<file path="src/rtl/dualedge_lane_scheduler.sv">
`default_nettype none
// ============================================================================
// Module   : dualedge_lane_scheduler
// Purpose  : Round-robin, per-packet arbiter that shares one double-data-rate
//            output lane between NREQ requesters. Each granted WIDTH-bit word
//            is sent as rise/fall bit pairs, one pair per clk cycle, MSB first.
// Options  : DUALEDGE_SCHED_PARITY_EN - append an even-parity pair after every
//            word (rise = ^word, fall = ~rise).
// Revision : 1.0 - initial release
// ============================================================================
module dualedge_lane_scheduler #(
    parameter int NREQ  = 4,
    parameter int WIDTH = 8,
    parameter int IDX_W = $clog2(NREQ)
) (
    input  logic                    clk,
    input  logic                    reset,
    input  logic [NREQ-1:0]         req,
    input  logic [NREQ*WIDTH-1:0]   data_in,
    input  logic [NREQ-1:0]         last_in,
    output logic [NREQ-1:0]         grant,
    output logic                    rise_bit,
    output logic                    fall_bit,
    output logic                    lane_en,
    output logic                    busy,
    output logic [IDX_W-1:0]        owner
);

    localparam int PAIRS = WIDTH / 2;
`ifdef DUALEDGE_SCHED_PARITY_EN
    // The parity pair occupies one extra slot after the data pairs.
    localparam int END_CNT = PAIRS;
`else
    localparam int END_CNT = PAIRS - 1;
`endif
    localparam int CNT_W = (END_CNT > 0) ? $clog2(END_CNT + 1) : 1;

    typedef enum logic [1:0] {
        S_IDLE  = 2'd0,
        S_SHIFT = 2'd1,
        S_GAP   = 2'd2
    } state_t;

    state_t             state, state_n;
    logic [IDX_W-1:0]   owner_n;
    logic [IDX_W-1:0]   rr_ptr, rr_n;
    logic [WIDTH-1:0]   shreg, shreg_n;
    logic [CNT_W-1:0]   pair_cnt, cnt_n;
    logic               last_q, last_n;
    logic               rise_n, fall_n, lane_n;
    logic [NREQ-1:0]    grant_c;
    logic               load;
    logic [IDX_W-1:0]   load_idx;
    logic [WIDTH-1:0]   load_word;
    logic               pick_found;
    logic [IDX_W-1:0]   pick_idx;
`ifdef DUALEDGE_SCHED_PARITY_EN
    logic               par_q, par_n;
`endif

    // Round-robin search: first requester at or above rr_ptr, with wrap.
    always_comb begin
        pick_found = 1'b0;
        pick_idx   = '0;
        for (int k = 0; k < NREQ; k++) begin
            if (!pick_found && req[(int'(rr_ptr) + k) % NREQ]) begin
                pick_found = 1'b1;
                pick_idx   = IDX_W'((int'(rr_ptr) + k) % NREQ);
            end
        end
    end

    // Next-state and next-output logic; a "load" captures a word and puts its
    // first pair straight into the output flops, so shreg keeps the remainder.
    always_comb begin
        state_n   = state;
        owner_n   = owner;
        rr_n      = rr_ptr;
        shreg_n   = shreg;
        cnt_n     = pair_cnt;
        last_n    = last_q;
        rise_n    = 1'b0;
        fall_n    = 1'b0;
        lane_n    = 1'b0;
        grant_c   = '0;
        load      = 1'b0;
        load_idx  = owner;
`ifdef DUALEDGE_SCHED_PARITY_EN
        par_n     = par_q;
`endif

        case (state)
            S_IDLE: begin
                if (pick_found) begin
                    load     = 1'b1;
                    load_idx = pick_idx;
                end
            end
            S_SHIFT: begin
                if (pair_cnt == CNT_W'(END_CNT)) begin
                    // Final slot of the word is on the lane right now.
                    if (last_q) begin
                        state_n = S_GAP;
                        rr_n    = (owner == IDX_W'(NREQ - 1)) ? '0 : owner + 1'b1;
                    end else if (req[owner]) begin
                        load     = 1'b1;
                        load_idx = owner;
                    end
                    // Otherwise stall: lane idles, still locked to owner.
                end
`ifdef DUALEDGE_SCHED_PARITY_EN
                else if (pair_cnt == CNT_W'(PAIRS - 1)) begin
                    rise_n = par_q;
                    fall_n = ~par_q;
                    lane_n = 1'b1;
                    cnt_n  = pair_cnt + 1'b1;
                end
`endif
                else begin
                    rise_n  = shreg[WIDTH-1];
                    fall_n  = shreg[WIDTH-2];
                    lane_n  = 1'b1;
                    shreg_n = shreg << 2;
                    cnt_n   = pair_cnt + 1'b1;
                end
            end
            S_GAP: begin
                state_n = S_IDLE;
            end
            default: begin
                state_n = S_IDLE;
            end
        endcase

        load_word = data_in[int'(load_idx)*WIDTH +: WIDTH];
        if (load) begin
            grant_c[load_idx] = 1'b1;
            owner_n           = load_idx;
            last_n            = last_in[load_idx];
            rise_n            = load_word[WIDTH-1];
            fall_n            = load_word[WIDTH-2];
            lane_n            = 1'b1;
            shreg_n           = load_word << 2;
            cnt_n             = '0;
            state_n           = S_SHIFT;
`ifdef DUALEDGE_SCHED_PARITY_EN
            par_n             = ^load_word;
`endif
        end
    end

    // Grant is suppressed during reset so an aborted or pending word is never accepted.
    assign grant = reset ? '0 : grant_c;
    assign busy  = (state != S_IDLE);

    // State and lane output registers.
    always_ff @(posedge clk) begin
        if (reset) begin
            state    <= S_IDLE;
            owner    <= '0;
            rr_ptr   <= '0;
            shreg    <= '0;
            pair_cnt <= '0;
            last_q   <= 1'b0;
            rise_bit <= 1'b0;
            fall_bit <= 1'b0;
            lane_en  <= 1'b0;
`ifdef DUALEDGE_SCHED_PARITY_EN
            par_q    <= 1'b0;
`endif
        end else begin
            state    <= state_n;
            owner    <= owner_n;
            rr_ptr   <= rr_n;
            shreg    <= shreg_n;
            pair_cnt <= cnt_n;
            last_q   <= last_n;
            rise_bit <= rise_n;
            fall_bit <= fall_n;
            lane_en  <= lane_n;
`ifdef DUALEDGE_SCHED_PARITY_EN
            par_q    <= par_n;
`endif
        end
    end

endmodule
`default_nettype wire
</file>
<file path="config.mk">
export PLATFORM = sky130hd
export DESIGN_NAME = dualedge_lane_scheduler
export DESIGN_NICKNAME = d
export VERILOG_FILES = /design/src/rtl/dualedge_lane_scheduler.sv
export SDC_FILE = /design/constraint.sdc
export NUM_CORES = 1
export LEC_CHECK = 0
export BUFFER_PORTS_ARGS = -buffer_cell sky130_fd_sc_hd__clkbuf_2
export CORE_UTILIZATION = 40
export DETAILED_ROUTE_END_ITERATION = 6
export HOLD_SLACK_MARGIN = 0.08
export PLACE_DENSITY = 0.71
export SYNTH_ARGS = -nofsm -noshare
export SYNTH_HDL_FRONTEND = slang
export SYNTH_SLANG_ARGS = --single-unit
</file>
<file path="constraint.sdc">
create_clock -name clk -period 1.8 [get_ports clk]
set_clock_uncertainty 0.15 [all_clocks]
set_input_delay 0 -clock clk [delete_from_list [all_inputs] [get_ports clk]]
set_output_delay 0 -clock clk [all_outputs]
set_load 0.01 [all_outputs]
</file>
# Yosys cells after proc, flatten, opt, wreduce, memory -nomap -nowiden
# Index checks and enable logic that the tools add are counted.
# totals
output_inout_bits	10
regBits	18
# classes
shift	1
order_cmp	7
add_sub_neg	5
n_eq_ne	9
n_mux	51
n_reduce_logical	19
bitwise	5
# ops
operator	count
$shiftx 32x6->8	1
$mux 1	28
$mux 8	3
$mux 2	9
$bmux 1 s2	6
$lt 3x4->1 const B	3
$lt 2x3->1 const B	3
$reduce_and 3->1	3
$mux 4	2
$ne 2x2->1 const B	4
$reduce_or 2->1	4
$add 2x1->2 const B	3
$ne 3x3->1 const B	2
$add 2x2->2 const B	2
$eq 2x2->1 const B	2
$logic_and 1x1->1	4
$pmux 2 s2	1
$reduce_and 2->1	2
$reduce_bool 2->1	2
$and 1x1->1 const A	3
$logic_not 1->1	3
$demux 1 s2	1
$eq 2x1->1 const B	1
$ge 2x1->1 const B	1
other kinds (3)	4

# Logic depth before layout (Yosys ltp)
# logic_depth
depth_word	22
depth_mapped	7
depth_no_buf	6

# Least setup slack after synthesis
# Ideal clock, no wire load.
# synth_timing
path_type	register -> register
start	register owner[0]
end	register fall_bit
n_path_buf	0
setup_slack_ns	-0.260
synth_period_minus_slack_ns	2.060
path_stages_with_launch	6
arrival_ns	1.797
path_cell_list	dfxtp_1 mux4_2 a32o_2 o311ai_4 a221oi_2 a2111oi_1
# synth_between
elab_chain_cells	7
word_cells_on_any_way	10
cone_classes	shift (1); mux (9)
# synth_lines
item	line	text
from (decl)	26	output logic [IDX_W-1:0] owner
from (signal assigned)	173	owner <= owner_n;
$bmux 1 s2	105	end else if (req[owner]) begin
$mux 1 (not written as such)	105	
$mux 1	105	
$mux 1	102	if (last_q) begin
$mux 1	100	if (pair_cnt == CNT_W'(END_CNT)) begin
$pmux 1 s2	92	case (state)
$mux 1 *	136	if (load) begin
to (signal assigned)	179	fall_bit <= fall_n;
to (decl)	23	output logic fall_bit,
# Every way passes the cells marked *; elsewhere a longest branch is shown, timed or not. The select of a mux whose other input is x is not followed.
# A chain may end at the register's enable or synchronous reset.

# Final worst setup path
# layout_timing
start	register owner[0]
end	register shreg[2]
# layout_between
elab_chain_cells	8
word_cells_on_any_way	13
cone_classes	eq/ne (1); shift (1); mux (9); reduce/logical (2)
# layout_lines
item	line	text
$bmux 1 s2	105	
$mux 1 (not written as such)	105	
$mux 1	105	
$mux 1	102	
$mux 1	100	
$pmux 1 s2	92	
$ne 2x2->1 (no line) or $reduce_bool 2->1 (tied branches)	n/a	
$reduce_and 2->1 (no line)	n/a	
to (signal assigned)	175	shreg <= shreg_n;
to (decl)	47	logic [WIDTH-1:0] shreg, shreg_n;
# Parallel ways exist; a longest one is shown, timed or not. The select of a mux whose other input is x is not followed.

==> metrics <==
WL final=5850 um; Post-DP Area=1750 um2; critical path depth in cells=5; status=finished, violations left; post-synthesis sequential area ratio=0.289; critical path endpoint category=flip-flop; Synth Cell Area=1250 um2; met2 global-route usage=0.604; Crit Reg-Reg Startpoint=owner[0]; wire per inst=20.4 um; slowest stage delay, CP=0.54 ns; # rows=19; # DRC=3; max-cap violations=0; Synth async-reset ratio=0; Routed Antenna Nets=0; CORE AREA=2850 um2; total power draw=1.32 mW; Initial Util=0.437; post-route setup slack=-0.293 ns; maximum clock path buffer count=2; worst path bufs/invs=0; DPL Wire Length=2940 um; met1 usage=0.368; CP max-delay cell=mux4_2; Crit Path Category=flip-flop to flip-flop; vias=1669; most frequent cells in the layout=clkbuf_2 (48), dlygate4sd3_1 (35), buf_4 (31), mux2i_1 (15), dfxtp_1 (14); largest net degree at the start of global routing=13; Worst Max-Slew Pin Slew=0.671 ns; # setup viols final=16; Critical Path RT=1.84 ns; Final Cell Area=2450 um2; failing checks=DRC, setup timing; leakage power=1.13 nW; initial antenna violation count=0; IO buf count=51; synth unique cells=38; Mapped Nets=175; CTS tree=done; first-pass GRT wire length=8000 um; total global-route track usage=0.323; remaining global-route overflow=0; Hold Fails Final Rpt=0; Crit path max-delay family=compound AO/OA/AOI/OAI gates; startpoint types=flip-flop; Die W=57.8 um; period utilization=1.16; commonest non-fill, non-tap cell in the layout=clkbuf_2; Hold Crit Class=input pin to flip-flop; vias in the first global route=1634; DR pass1 iterations=7; synth warn=0; Slew headroom=0.552; Synth Register Bits=18; Worst VDD drop=0.470 mV; Power Density=539 nW/um2; R2R Path End=shreg[2]; later-pin clock latency in the skew report=0.31 ns; reg2reg path depth=5; Cells after DPL=234; GR peak layer=met2; clk sinks=18; clk root buf=clkbuf_4; GPL Wtd Cong=0.857; Worst Setup EP=shreg[2]; htree depth=1; via/cell ratio=5.82; Area Overhead vs Synth=96.8%; Arr. time, crit path=2.13 ns; Max Clk Rate=478 MHz; Avg Inst Size Synth=9.51 um2; met3 usage=0.0647; die area=3340 um2; max-slew violation count=0; fraction of layout cells with a size suffix above 1=0.566; Cell Count, Final, Fillers Out=287; I/O pins=52; top_reg_cell synth=dfxtp_1; Worst R2R Setup Slack=-0.29 ns; RSZ-0062 raised after global routing=true; Hold WS=0.202 ns; clock-pin transition on the worst setup and hold timing paths=0.12 ns; Critical Path Source=owner[0]; Post-synth EDFFs=0; cells after synthesis=131; fill count=140; Critical Path, Cell by Cell=mux4_2 > a32o_2 > o311ai_4 > a221oi_2 > a2111oi_2; Antenna diodes=0; fin crit period=2.09 ns; DRT iter0 DRCs=95; setup_tns=-3.23 ns; Inserted Clock Buffers=3; CP Max Fanout=5; Final #Nets=301; Die Span Y=57.8 um
==> report_power, final <==
part	internal (mW)	switching, mW	leakage, nW
Sequential	0.432	0.0253	0.150
Clock	0.124	0.147	0.0210
Combinational	0.312	0.283	0.955
==> Yosys cell counts (2+ instances only) <==
cell	number	share of area
o21ai_0	2	0.0080
and2_1	6	0.030
a221oi_2	5	0.060
nor2_1	13	0.039
ha_1	2	0.020
dfxtp_1	18	0.29
nand2_1	4	0.012
a21o_1	4	0.024
a2111oi_1	5	0.040
buf_6	2	0.018
nor2b_1	2	0.010
mux2i_1	20	0.16
a21oi_1	9	0.036
inv_1	4	0.012
clkbuf_1	2	0.0060
nor2_2	2	0.010
a221oi_1	4	0.028
nand2b_1	7	0.035
==> registers in the layout (all words and copies together), names as in the netlist <==
| register | flops |
|---|---|
| fall_bit | 1 |
| lane_en | 1 |
| last_q | 1 |
| owner | 2 |
| pair_cnt | 2 |
| rise_bit | 1 |
| rr_ptr | 2 |
| shreg | 6 |
| state | 2 |
==> kinds of logic (layout without fill, tap and decap cells) <==
group	Yosys count	after routing	synth area share
and+or+nand+nor	42	42	0.183
xor gates and xnor gates	1	1	0.00703
AOI/OAI and AO/OA	38	38	0.280
buffers and inverters	9	134	0.0422
adders and majority gates	2	2	0.0201
muxes	21	21	0.179
DFF	18	18	0.289
==> through the flow <==
step	utilization	setup WS (ns)
floorplan	-	-0.123
CTS	0.796	-0.269
global placement	0.615	-0.166
finish	0.860	-0.293
detailed placement	0.615	-0.221
global route	0.860	-0.354
==> cell type report <==
type                       count  area (um2)  area share
sequential                    18         368       0.150
tap                           31        38.8      0.0158
inverter                       4        15.0     0.00612
clock buffer                   4        36.3      0.0148
multi-input combinational    104        1030       0.419
timing repair buffer         126         967       0.394
==> worst min-delay path, delay by kind of cell <==
family          cells  cell delay [ns]
compound gates      2             0.39
buf+inv             1             0.09
simple gates        1             0.14
==> worst min path at each step <==
stage	from	to	slack (ns)	cells past startpoint
finish	last_in[0]	last_q	0.20	4
global route	data_in[0]	shreg[2]	0.24	4
CTS	data_in[6]	fall_bit	0.08	4
detailed placement	data_in[12]	shreg[6]	0.19	3
global placement	data_in[4]	shreg[6]	0.19	3
floorplan	reset	shreg[4]	-0.001	2
==> layer usage <==
layer / wire length, um / share of wire
met1: 2110 / 0.36
met2: 3110 / 0.53
met3: 414 / 0.071
met4: 221 / 0.038
met5: 0 / 0
==> what timing repair did <==
action,4_1_cts,5_1_grt
pin swaps,6,8
hold buffers,35,1
setup buffers,8,5
resized for setup,17,33
cloned,0,0
setup endpoints to repair,15,16
endpoints found under the hold margin,14,1
(Power assumes the default switching activity.)
